File: src/rtl/cpu_pkg.sv
`default_nettype none
// ============================================================================
//  Module   : cpu_pkg
//  Purpose  : Constants shared between the cpu core and its output-side
//             stages: the datapath word width and the OUT opcode that the
//             decode stage recognises when generating the port write strobe.
//  Ports    : none (package)
//  Revision : 1.0 - initial release
// ============================================================================
package cpu_pkg;

    // Datapath word width; port words match it.
    localparam int WORD_W = 16;

    // Opcode of the OUT instruction as seen by the decode stage.
    localparam logic [3:0] c_OP_OUT = 4'hE;

    // Decode helper: true when the opcode drives an out_port write.
    function automatic logic is_out_op(input logic [3:0] opcode);
        return (opcode == c_OP_OUT);
    endfunction

endpackage
`default_nettype wire

File: src/rtl/out_port_buffer_if.sv
`default_nettype none
// ============================================================================
//  Module   : out_port_buffer_if
//  Purpose  : Bundles the core-side write path and the consumer-side
//             valid/ready path of the output port buffer.
//  Signals  : wr_en, wr_data, stall        - core writeback side
//             out_valid, out_ready,
//             out_data, out_port, count    - consumer / status side
//  Modports : slave  - the buffer itself
//             master - the environment driving it (core + consumer)
//  Revision : 1.0 - initial release
// ============================================================================
interface out_port_buffer_if #(
    parameter int WIDTH  = cpu_pkg::WORD_W,
    parameter int ADDR_W = 2
);
    logic              wr_en;
    logic [WIDTH-1:0]  wr_data;
    logic              stall;
    logic              out_valid;
    logic              out_ready;
    logic [WIDTH-1:0]  out_data;
    logic [WIDTH-1:0]  out_port;
    logic [ADDR_W:0]   count;

    modport slave (
        input  wr_en,
        input  wr_data,
        output stall,
        output out_valid,
        input  out_ready,
        output out_data,
        output out_port,
        output count
    );

    modport master (
        output wr_en,
        output wr_data,
        input  stall,
        input  out_valid,
        output out_ready,
        input  out_data,
        input  out_port,
        input  count
    );

endinterface
`default_nettype wire

File: src/rtl/out_port_buffer_sync_fifo.sv
`default_nettype none
// ============================================================================
//  Module   : sync_fifo
//  Purpose  : Generic single-clock FIFO: storage array, wrapping read/write
//             pointers and an occupancy counter that tells full from empty.
//  Ports    : clk, rst           - clock, async active-high reset
//             push_i, push_data_i - write strobe / data (caller never pushes
//                                   while full)
//             pop_i               - read strobe (caller never pops while empty)
//             head_o              - word at the read pointer (raw storage)
//             full_o, empty_o     - occupancy flags
//             count_o             - occupied entries, 0..DEPTH
//  Revision : 1.0 - initial release
// ============================================================================
module sync_fifo #(
    parameter int WIDTH  = 16,
    parameter int DEPTH  = 4,
    parameter int ADDR_W = 2
) (
    input  wire logic              clk,
    input  wire logic              rst,
    input  wire logic              push_i,
    input  wire logic [WIDTH-1:0]  push_data_i,
    input  wire logic              pop_i,
    output logic      [WIDTH-1:0]  head_o,
    output logic                   full_o,
    output logic                   empty_o,
    output logic      [ADDR_W:0]   count_o
);

    localparam logic [ADDR_W:0] c_FULL_CNT = (ADDR_W+1)'(DEPTH);

    logic [WIDTH-1:0]  mem_q [DEPTH];
    logic [ADDR_W-1:0] wr_ptr_q, wr_ptr_d;
    logic [ADDR_W-1:0] rd_ptr_q, rd_ptr_d;
    logic [ADDR_W:0]   count_q,  count_d;

    // Pointers are exactly log2(DEPTH) bits, so +1 wraps DEPTH-1 -> 0 for free.
    always_comb begin
        wr_ptr_d = wr_ptr_q;
        rd_ptr_d = rd_ptr_q;
        count_d  = count_q;
        if (push_i) begin
            wr_ptr_d = wr_ptr_q + 1'b1;
        end
        if (pop_i) begin
            rd_ptr_d = rd_ptr_q + 1'b1;
        end
        case ({push_i, pop_i})
            2'b10:   count_d = count_q + 1'b1;
            2'b01:   count_d = count_q - 1'b1;
            default: count_d = count_q;
        endcase
    end

    always_ff @(posedge clk or posedge rst) begin
        if (rst) begin
            wr_ptr_q <= '0;
            rd_ptr_q <= '0;
            count_q  <= '0;
        end else begin
            wr_ptr_q <= wr_ptr_d;
            rd_ptr_q <= rd_ptr_d;
            count_q  <= count_d;
        end
    end

    // Storage is deliberately left out of reset; count==0 masks stale words.
    always_ff @(posedge clk) begin
        if (push_i) begin
            mem_q[wr_ptr_q] <= push_data_i;
        end
    end

    assign head_o  = mem_q[rd_ptr_q];
    assign full_o  = (count_q == c_FULL_CNT);
    assign empty_o = (count_q == '0);
    assign count_o = count_q;

    a_count_bound: assert property (@(posedge clk) disable iff (rst)
        count_q <= c_FULL_CNT);
    a_no_push_full: assert property (@(posedge clk) disable iff (rst)
        !(push_i && full_o));
    a_no_pop_empty: assert property (@(posedge clk) disable iff (rst)
        !(pop_i && empty_o));

endmodule
`default_nettype wire

File: src/rtl/out_port_buffer.sv
`default_nettype none
// ============================================================================
//  Module   : out_port_buffer
//  Purpose  : Decouples OUT-instruction writes from a slow external consumer.
//             Writes are queued in a small FIFO and drained over valid/ready;
//             the last delivered word is held on out_port so the pin-level
//             behaviour of the original out_port is preserved.
//  Ports    : clk, rst  - clock, async active-high reset
//             bus       - out_port_buffer_if.slave:
//                           wr_en/wr_data/stall        core writeback side
//                           out_valid/out_ready/out_data consumer handshake
//                           out_port                     held last word
//                           count                        occupancy 0..DEPTH
//  Revision : 1.0 - initial release
// ============================================================================
module out_port_buffer
    import cpu_pkg::*;
#(
    parameter int WIDTH  = WORD_W,
    parameter int DEPTH  = 4,
    parameter int ADDR_W = 2
) (
    input  wire logic          clk,
    input  wire logic          rst,
    out_port_buffer_if.slave   bus
);

    logic              w_push;
    logic              w_pop;
    logic              w_full;
    logic              w_empty;
    logic [WIDTH-1:0]  w_head;
    logic [ADDR_W:0]   w_count;
    logic [WIDTH-1:0]  out_port_q, out_port_d;

    // A pop in the same cycle does not make room for a write when full:
    // full comes from registered count only, so there is no write-through.
    assign w_push = bus.wr_en && !w_full;
    assign w_pop  = !w_empty && bus.out_ready;

    sync_fifo #(
        .WIDTH  (WIDTH),
        .DEPTH  (DEPTH),
        .ADDR_W (ADDR_W)
    ) u_fifo (
        .clk         (clk),
        .rst         (rst),
        .push_i      (w_push),
        .push_data_i (bus.wr_data),
        .pop_i       (w_pop),
        .head_o      (w_head),
        .full_o      (w_full),
        .empty_o     (w_empty),
        .count_o     (w_count)
    );

    always_comb begin
        out_port_d = out_port_q;
        if (w_pop) begin
            out_port_d = w_head;
        end
    end

    always_ff @(posedge clk or posedge rst) begin
        if (rst) begin
            out_port_q <= '0;
        end else begin
            out_port_q <= out_port_d;
        end
    end

    assign bus.stall     = bus.wr_en && w_full;
    assign bus.out_valid = !w_empty;
    // Mask unreset storage so an empty FIFO always presents zero.
    assign bus.out_data  = w_empty ? '0 : w_head;
    assign bus.out_port  = out_port_q;
    assign bus.count     = w_count;

endmodule
`default_nettype wire
File: src/flat_wrapper.sv
// flat-port wrapper written by rule: the top's interface ports become plain ports
module out_port_buffer_flat import cpu_pkg::*;
#(
    parameter int WIDTH  = WORD_W,
    parameter int DEPTH  = 4,
    parameter int ADDR_W = 2
)
  (clk, rst, bus_wr_en, bus_wr_data, bus_stall, bus_out_valid, bus_out_ready, bus_out_data, bus_out_port, bus_count);
  out_port_buffer_if #(.WIDTH(WIDTH), .ADDR_W(ADDR_W)) bus_i ();
  input  wire logic clk;
  input  wire logic rst;
  input wire logic [$bits(bus_i.wr_en)-1:0] bus_wr_en;
  input wire logic [$bits(bus_i.wr_data)-1:0] bus_wr_data;
  output wire logic [$bits(bus_i.stall)-1:0] bus_stall;
  output wire logic [$bits(bus_i.out_valid)-1:0] bus_out_valid;
  input wire logic [$bits(bus_i.out_ready)-1:0] bus_out_ready;
  output wire logic [$bits(bus_i.out_data)-1:0] bus_out_data;
  output wire logic [$bits(bus_i.out_port)-1:0] bus_out_port;
  output wire logic [$bits(bus_i.count)-1:0] bus_count;
  assign bus_i.wr_en = bus_wr_en;
  assign bus_i.wr_data = bus_wr_data;
  assign bus_stall = bus_i.stall;
  assign bus_out_valid = bus_i.out_valid;
  assign bus_i.out_ready = bus_out_ready;
  assign bus_out_data = bus_i.out_data;
  assign bus_out_port = bus_i.out_port;
  assign bus_count = bus_i.count;
  out_port_buffer #(.WIDTH(WIDTH), .DEPTH(DEPTH), .ADDR_W(ADDR_W)) u_core (.clk(clk), .rst(rst), .bus(bus_i));
endmodule
File: config.mk
export PLATFORM = sky130hd
export DESIGN_NAME = out_port_buffer_flat
export DESIGN_NICKNAME = d
export VERILOG_FILES = /design/src/rtl/cpu_pkg.sv /design/src/rtl/out_port_buffer_if.sv /design/src/rtl/out_port_buffer_sync_fifo.sv /design/src/rtl/out_port_buffer.sv /design/src/flat_wrapper.sv
export SDC_FILE = /design/constraint.sdc
export NUM_CORES = 1
export LEC_CHECK = 0
export BUFFER_PORTS_ARGS = -buffer_cell sky130_fd_sc_hd__buf_2
export CAP_MARGIN = 20
export CORE_MARGIN = 3
export CORE_UTILIZATION = 50
export DETAILED_ROUTE_END_ITERATION = 7
export PLACE_DENSITY = 0.83
export SLEW_MARGIN = 0
export SYNTH_ARGS = -nofsm -noshare
export SYNTH_HDL_FRONTEND = slang
export SYNTH_SLANG_ARGS = --single-unit
File: constraint.sdc
create_clock -name clk -period 2 [get_ports clk]
set_input_delay 0.1 -clock clk [delete_from_list [all_inputs] [get_ports clk]]
set_output_delay 0.1 -clock clk [all_outputs]
set_load 0.01 [all_outputs]
# Word-level counts from Yosys, hierarchy flattened
# Memories as Yosys holds them, arrays and structs flattened.
# Index checks and enable logic that the tools add are counted.
# totals
reg_bits	23
output_inout_bits	37
mem_bits_rw	64
inputBits	20
wordCells	23
n_memories	1
# classes
n_mux	4
eq_ne	3
reduce_logical	7
n_addsub	4
# mem_list
memory	depth	word_bits	rd	rd_clocked_by_memory_dff	write_ports	line_no	source
u_core.u_fifo.mem_q	4	16	1	0	1	out_port_buffer_sync_fifo.sv:33	logic [WIDTH-1:0] mem_q [DEPTH];
# ops
operator	n
2-to-1 mux 16 bit	1
case mux 3 bit (2 select lines)	1
adder 2 x 1 -> 2 bit (second input constant)	2
adder 3 x 1 -> 3 bit (second input constant)	1
== test 3 bit (second input constant)	1
logical AND 1 bit	3
logical NOT 3 bit	1
subtractor 3 x 1 -> 3 bit (second input constant)	1
== test 2 x 1 -> 1 bit (second input constant)	1
== test 2 bit (second input constant)	1
logical NOT 1 bit	2
2-to-1 mux 1 bit	2
nonzero test 2 bit	1

# Longest topological paths before layout
# Gate-level depths: netlist of the first run.
# logic_depth
depth_word	5
mapped_depth	9
depth_no_buf	9

# By module
# A second synthesis of the first run with hierarchy kept.
# hier_totals
cells_unflattened	177
area_unflattened_um2	3548.4
# by_module_without_submodules
mod	area_per_inst_um2	cells_each	instances	seq_area_each_um2
sync_fifo	2752.6	121	1	2097.0
out_port_buffer	795.8	56	1	400.4

# Worst setup path before layout of the first run
# Ideal clock, no wire load.
# synth_path
path_type	reg-to-reg
start	register u_core.u_fifo.count_q[0], in the netlist u_core.u_fifo.count_o[0]
end	register u_core.u_fifo.count_q[2], in the netlist u_core.u_fifo.count_o[2]
path_buffers	2
t_required_ns	1.921
arrival_ns	2.002
slack_ns	-0.082
setup_time_ns	0.079
period_less_slack_ns	2.082
path_stages_with_launch	10
path_cell_list	dfrtp_1 o31a_1 buf_2 buf_4 ha_1 inv_1 fa_1 xor2_1 nor2_1 xor2_1
# synth_between
elab_chain_cells	5
word_cells_on_any_way	12
cone_classes	2 x add/sub; 3 x eq/ne; 1 x mux; 6 x reduce/logical
# synth_lines
element	line_no	source
start, declared	out_port_buffer_sync_fifo.sv:36	logic [ADDR_W:0] count_q, count_d;
start signal, assigned	out_port_buffer_sync_fifo.sv:64	count_q <= count_d;
logical NOT 3 bit *	out_port_buffer_sync_fifo.sv:77	assign empty_o = (count_q == '0);
logical NOT 1 bit *	out_port_buffer.sv:39	assign w_pop = !w_empty && bus.out_ready;
logical AND 1 bit *	out_port_buffer.sv:39	
named net u_core.u_fifo.pop_i	out_port_buffer_sync_fifo.sv:24	input wire logic pop_i,
== test 2 x 1 -> 1 bit or == test 2 bit (tied branches)	out_port_buffer_sync_fifo.sv:49	case ({push_i, pop_i})
case mux 3 bit (2 select lines) or nonzero test 2 bit (tied branches)	-	
# The timed path passes the listed nets; every way through them passes the cells marked *.
# A chain may end at the register's enable or synchronous reset.

# Worst setup path after layout of the first run
# layout_path
start	register u_core.u_fifo.rd_ptr_q[0]
end	output port bus_out_data[9]
# layout_between
elab_chain_cells	2
# layout_lines
element	line_no	source
start, declared	out_port_buffer_sync_fifo.sv:35	logic [ADDR_W-1:0] rd_ptr_q, rd_ptr_d;
start signal, assigned	out_port_buffer_sync_fifo.sv:63	rd_ptr_q <= rd_ptr_d;
memory (4 x 16 bit)	-	
2-to-1 mux 16 bit	out_port_buffer.sv:75	assign bus.out_data = w_empty ? '0 : w_head;
end, declared	flat_wrapper.sv:17	output wire logic [$bits(bus_i.out_data)-1:0] bus_out_data;
# Every way passes these cells.

==> out/metrics.yaml, run 1 <==
layout:
  layout-drive-gt1-share: 0.473
  final_cells: 366
  nets: 294
  fill_cells: 453
  multi_input_area_um2: 936
  ff_latch_area_mm2: 0.00250
  n_antenna_cell: 0
  syn2layout_area_growth_pct: 25.4
pwr:
  power.density_mw_per_mm2: 1500
  leakage_nw: 1.76
  vdd_drop_max_v: 0.000792
logic_synthesis:
  synthTopCellsByArea: "edfxtp_1 (55%), dfrtp_1 (16%), mux4_1 (6.0%), mux4_2 (5.1%), mux2_4 (3.4%)"
  synth_common_cells: "edfxtp_1 (64), dfrtp_1 (23), and2_1 (12), mux2_2 (9)"
  ys_types: 25
  yosys_warnings: 0
  yosysMostFrequentCell: "edfxtp_1"
  synth_top_area_share: 0.547
  synth_cells: 174
  synth_nets: 200
  ys_ff_latch: 87
  synth.yosys.seq_area_share: 0.711
  synth-edff-count: 64
  syn_area_per_cell_um2: 20.2
  synth.largest_area_cell: "edfxtp_1"
  ys.flop_type: "edfxtp_1"
  synth_area_mm2: 0.00351
  async_reset_ff_frac: 0.264
floorplan:
  dieArea_mm2: 0.00807
  rows: 29
  start_util: 0.535
  die_w_um: 89.8
  die_h_um: 89.8
  coreArea_mm2: 0.00657
  ios: 57
job:
  cap_viol_max_count: 0
sta:
  relSlewSlack: 0.502
  max_freq_mhz: 523
  hold_viol_final: 0
  maxSlewViolCount: 0
  min_period_over_period: 0.957
  skew_ns: 0.00808
  rsz0062_at_grt: "true"
  fin_crit_ns: 1.91
  whs_ns: 0.311
  worstMarginPinSlew_ns: 0.745
  setup_viol: 0
setup_path:
  r2r_slack_ns: 0.18
  required_ns: 1.90
  reg2regPathDepth: 9
  path_depth: 4
  path_buf_inv: 2
  cp-start-kind: "flop"
  cp_slowest_cell: "mux4_2"
  critPathKind: "flop to output pin"
  cp-startpoint: "u_core.u_fifo.rd_ptr_q[0]"
  r2r-end: "u_core.u_fifo.count_o[2]"
  worstPathMaxFanout: 7
  critPathTopFamily: "multiplexers"
  timing.rr.start: "u_core.u_fifo.count_o[0]"
  cp.arrival_ns: 1.81
  critPathMaxStageDelay_ns: 0.54
  cp-endpoint: "bus_out_data[9]"
  path_cells: "buf_12 > mux4_2 > and2_2 > buf_2"
  endpoint_kind: "output pin"
clock_network:
  root_buffer: "clkbuf_8"
  cts_buffers: 9
  ctsHtreeMaxLevel: 3
  clkSinkCount: 87
  insertion_delay_ns: 0.34
  clkSlewWorstSetupHoldPaths_ns: 0.08
  cts_tree: "built"
  cts_buffer_depth: 2
global_routing:
  grt_pass1_vias: 1959
  grt_start_max_net_pins: 19
  grt.overflow.total: 0
  grt_pass1_wl_um: 10200
  antenna_found_initial: 0
  grt_util_all_layers: 0.166
detailed_routing:
  drtIter0Drc: 130
  wl_per_cell_um: 17.3
  antenna_left: 0
  dr_total_vias: 1845
  drcViolationCount: 0
  first_pass_iters: 4
  routed_wl_um: 6340
  viasPerCell: 5.04
placement:
  hpwl_um: 4090
  dp_cells: 329
  io_buffers: 56
  place_congestion: 0.713
run_status:
  status: "completed"
worst_hold_path:
  hp-class: "primary input to flop"
  hold_start: "bus_out_ready"
## through the flow
step	total power, mW	setup slack [ns]	TNS [ns]	util	cell area (um2)
after floorplan	4.40	0.000110	0	-	3520
after global placement	5.18	0.256	0	0.604	3970
after detailed placement	5.28	0.170	0	0.604	3970
after CTS	6.57	0.00498	0	0.664	4360
after global routing	7.04	-0.0175	-0.0175	0.671	4410
final	6.61	0.0865	0	0.671	4410
## layout make-up
cell class,instances,area share
tap,93,0.0264
timing repair buffer,90,0.141
clock inverter,6,0.0153
inverter,7,0.00596
multi-input combinational,73,0.212
sequential,87,0.568
clock buffer,10,0.0312
## kinds of logic (layout without fill, tap and decap cells)
| group | after synthesis | count (layout) | share of synthesized area |
|---|---|---|---|
| adders and majority gates | 6 | 6 | 0.0235 |
| buffers and inverters | 14 | 113 | 0.0239 |
| xor gates and xnor gates | 6 | 6 | 0.0150 |
| AOI/OAI and AO/OA | 2 | 2 | 0.00463 |
| and+or+nand+nor | 25 | 25 | 0.0452 |
| muxes | 34 | 34 | 0.177 |
| DFF | 87 | 87 | 0.711 |
## sequential cells by signal (all words and copies together), names as in the netlist
register,flops
u_core.bus.out_port,16
u_core.u_fifo.wr_ptr_q,2
u_core.u_fifo.mem_q,64
u_core.u_fifo.rd_ptr_q,2
u_core.u_fifo.count_o,3
## repair_timing
| action | 4_1_cts | 5_1_grt |
|---|---|---|
| endpoints found under the setup margin | 13 | 12 |
| gates resized for setup | 4 | 4 |
| cloned | 0 | 1 |
| hold endpoints to repair | 81 | 0 |
| buffers inserted | 0 | 3 |
| hold buffers | 17 | 0 |
## power by group
group | total, mW | switching [mW] | internal [mW] | leakage, nW
Clock | 1.21 | 0.597 | 0.615 | 0.0989
Combinational | 2.66 | 1.22 | 1.43 | 0.806
Sequential | 2.74 | 0.257 | 2.49 | 0.851
## worst min-delay path, delay by kind of cell
| kind | cells | cell delay [ns] |
|---|---|---|
| multiplexers | 1 | 0.09 |
| AO/OA/AOI/OAI | 1 | 0.14 |
| adder cells (fa/ha/maj) | 1 | 0.20 |
| buffers and inverters | 1 | 0.08 |
## cell usage in the layout (no fill, tap or decap), types with 2 or more instances in the layout
cell           synthesis  routed
buf_2                  3      56
clkbuf_8               0      10
dlygate4sd3_1          0      17
dfrtp_1               23      19
ha_1                   5       5
mux2_4                 8       8
buf_12                 1       2
mux4_2                 8       9
and2_1                12      12
and2_2                 8       8
mux2_2                 9       9
mux4_1                 8       7
edfxtp_1              64      64
clkinvlp_4             0       2
xnor2_1                3       3
xor2_1                 3       3
buf_4                  1      14
inv_1                  7       7
dfrtp_2                0       4
## worst min path at each step
stage / cells past startpoint / slack, ns / endpoint
6_report: 4 / 0.31 / u_core.u_fifo.count_o[1]
5_1_grt: 4 / 0.34 / u_core.u_fifo.wr_ptr_q[0]
4_1_cts: 4 / 0.30 / u_core.u_fifo.count_o[0]
3_5_place_dp: 2 / 0.27 / u_core.bus.out_port[7]
3_3_place_gp: 2 / 0.27 / u_core.bus.out_port[7]
2_1_floorplan: 1 / 0.10 / u_core.bus.out_port[0]
## per-layer routing
layer  wire (um)  vias up  global-route usage
li1            -      852                   -
met1        2780      933               0.216
met2        3200       52               0.274
met3         248        8              0.0292
met4         108        0              0.0805
met5           0        -                   0
Note: power is estimated with default switching activity, not from simulation.
==> run 2: changes to the inputs <==
Settings changed: MAX_ROUTING_LAYER from default to met4.
==> run 2 against run 1 <==
Non-clock buffer count is the same; final cell count unchanged; routed wire length is 0.36% lower; hold slack improved by 0.0013 ns; worst setup slack improved by 0.0011 ns; critical path depth stayed put; utilization stayed put; sequential share of layout area unchanged; die area unchanged; largest power group unchanged; register-to-register slack about the same; critical path type unchanged.
==> out/metrics.yaml, run 2 (synthesis results as in run 1) <==
setup_path:
  reg2regPathDepth: 9  # unchanged
  worstPathMaxFanout: 7  # unchanged
  r2r_slack_ns: 0.18  # about the same
  critPathMaxStageDelay_ns: 0.55  # about the same
  cp-start-kind: "flop"
  timing.rr.start: "u_core.u_fifo.count_o[0]"
  cp_slowest_cell: "mux4_2"
  path_buf_inv: 2  # unchanged
  critPathTopFamily: "multiplexers"
  r2r-end: "u_core.u_fifo.count_o[2]"
  critPathKind: "flop to output pin"
  endpoint_kind: "output pin"
  path_depth: 4  # unchanged
  cp.arrival_ns: 1.81  # about the same
  path_cells: "buf_12 > mux4_2 > and2_2 > buf_2"
  required_ns: 1.90  # about the same
floorplan:
  dieArea_mm2: 0.00807  # unchanged
  start_util: 0.535  # unchanged
  coreArea_mm2: 0.00657  # unchanged
  die_h_um: 89.8  # unchanged
  ios: 57  # unchanged
  rows: 29  # unchanged
  die_w_um: 89.8  # unchanged
sta:
  fin_crit_ns: 1.91  # -0.00109 ns
  min_period_over_period: 0.956  # about the same
  skew_ns: 0.00937  # +0.00129 ns
  relSlewSlack: 0.503  # +0.000979
  setup_viol: 0  # unchanged
  rsz0062_at_grt: "true"
  tns_ns: 0  # unchanged
  maxSlewViolCount: 0  # unchanged
  worstMarginPinSlew_ns: 0.744  # -0.00147 ns
  setup_ws_ns: 0.0876  # +0.00109 ns
  max_freq_mhz: 523  # about the same
  hold_viol_final: 0  # unchanged
detailed_routing:
  antenna_left: 0  # unchanged
  drtIter0Drc: 144  # +11%
  routed_wl_um: 6320  # -0.36%
  viasPerCell: 5.00  # -0.81%
  drcViolationCount: 0  # unchanged
  dr_total_vias: 1830  # -0.81%
  first_pass_iters: 4  # unchanged
  wl_per_cell_um: 17.3  # -0.36%
global_routing:
  grt_util_all_layers: 0.171  # +0.00489
  grt_start_max_net_pins: 19  # unchanged
  antenna_found_initial: 0  # unchanged
  grt.overflow.total: 0  # unchanged
  grt_pass1_wl_um: 10200  # +0.14%
  grt_pass1_vias: 1958  # -0.051%
layout:
  largest_register_ff_count: 64  # unchanged
  nets: 294  # unchanged
  top_register: "u_core.u_fifo.mem_q"
  syn2layout_area_growth_pct: 25.4  # unchanged
  postLayoutCoreUtil: 0.671  # unchanged
  layout-drive-gt1-share: 0.473  # unchanged
  n_antenna_cell: 0  # unchanged
  final_common_cell: "edfxtp_1"
  final_cells: 366  # unchanged
  final_cell_mix: "edfxtp_1 (64), buf_2 (56), dfrtp_1 (19)"
  fill_cells: 453  # unchanged
clock_network:
  ctsHtreeMaxLevel: 3  # unchanged
  insertion_delay_ns: 0.34  # about the same
  clkSinkCount: 87  # unchanged
  cts_buffers: 9  # unchanged
  cts_tree: "built"
  root_buffer: "clkbuf_8"
  cts_buffer_depth: 2  # unchanged
  clkSlewWorstSetupHoldPaths_ns: 0.08  # about the same
placement:
  hpwl_um: 4090  # unchanged
  dp_cells: 329  # unchanged
  post-place-ws_ns: 0.170  # unchanged
  io_buffers: 56  # unchanged
  place_congestion: 0.722  # +1.1%
worst_hold_path:
  min_to: "u_core.u_fifo.count_o[1]"
  hp-class: "primary input to flop"
  hold_start: "bus_out_ready"
  hold_depth: 4  # unchanged
pwr:
  leakage_nw: 1.76  # unchanged
  vdd_drop_max_v: 0.000794  # +0.19%
  power_mw: 6.61  # about the same
  power.density_mw_per_mm2: 1500  # about the same
run_status:
  status: "completed"
job:
  cap_viol_max_count: 0  # unchanged
-- run 2: cell counts in the layout (fill, tap and decap cells not counted) --
No cell type changed its count.
-- run 2: layout make-up --
type                            count  area, um2  area share
Clock buffer                       10        138      0.0312
Clock inverter                      6       67.6      0.0153
Inverter                            7       26.3     0.00596
Multi-Input combinational cell     73        936       0.212
Sequential cell                    87       2500       0.568
Tap cell                           93        116      0.0264
Timing Repair Buffer               90        621       0.141
-- run 2: metal layers --
layer	share of wire	wire length [um]	vias up	global-route usage
li1	-	-	853	-
met4	0.015	96	0	0.0805
met2	0.51	3210	44	0.274
met5	0	0	-	-
met3	0.034	216	5	0.0267
met1	0.44	2800	928	0.218
-- run 2: timing repair --
item	4_1_cts	5_1_grt
pin swaps	0	0
resized for setup	4	4
hold buffers	17	0
setup endpoints to repair	13	12
endpoints found under the hold margin	81	0
cloned	0	1
setup buffers	0	3
-- run 2: power by group --
group	internal (mW)	switching [mW]	total, mW
clock network	0.615	0.597	1.21
logic	1.43	1.22	2.66
registers	2.49	0.258	2.74
-- run 2: tightest hold or removal path, cell delays in order --
cell and delay, ns:
buf_2 0.08, o31a_1 0.14, ha_1 0.20, mux2i_1 0.09
-- run 2: worst max path at each step --
stage	endpoint	slack, ns	start
final	bus_out_data[9]	0.09	u_core.u_fifo.rd_ptr_q[0]
after global routing	u_core.u_fifo.count_o[2]	-0.02	u_core.u_fifo.count_o[0]
after CTS	bus_out_data[9]	0.005	u_core.u_fifo.rd_ptr_q[1]
after detailed placement	u_core.u_fifo.count_o[2]	0.17	u_core.u_fifo.count_o[0]
after global placement	u_core.u_fifo.count_o[2]	0.26	u_core.u_fifo.count_o[0]
after floorplan	u_core.u_fifo.count_o[2]	0.0001	u_core.u_fifo.count_o[1]
-- run 2: metrics by stage --
step | area [um2] | hold slack (ns)
finish | 4410 | 0.312
global route | 4410 | 0.340
CTS | 4360 | 0.295
detailed placement | 3970 | 0.273
global placement | 3970 | 0.267
floorplan | 3520 | 0.102
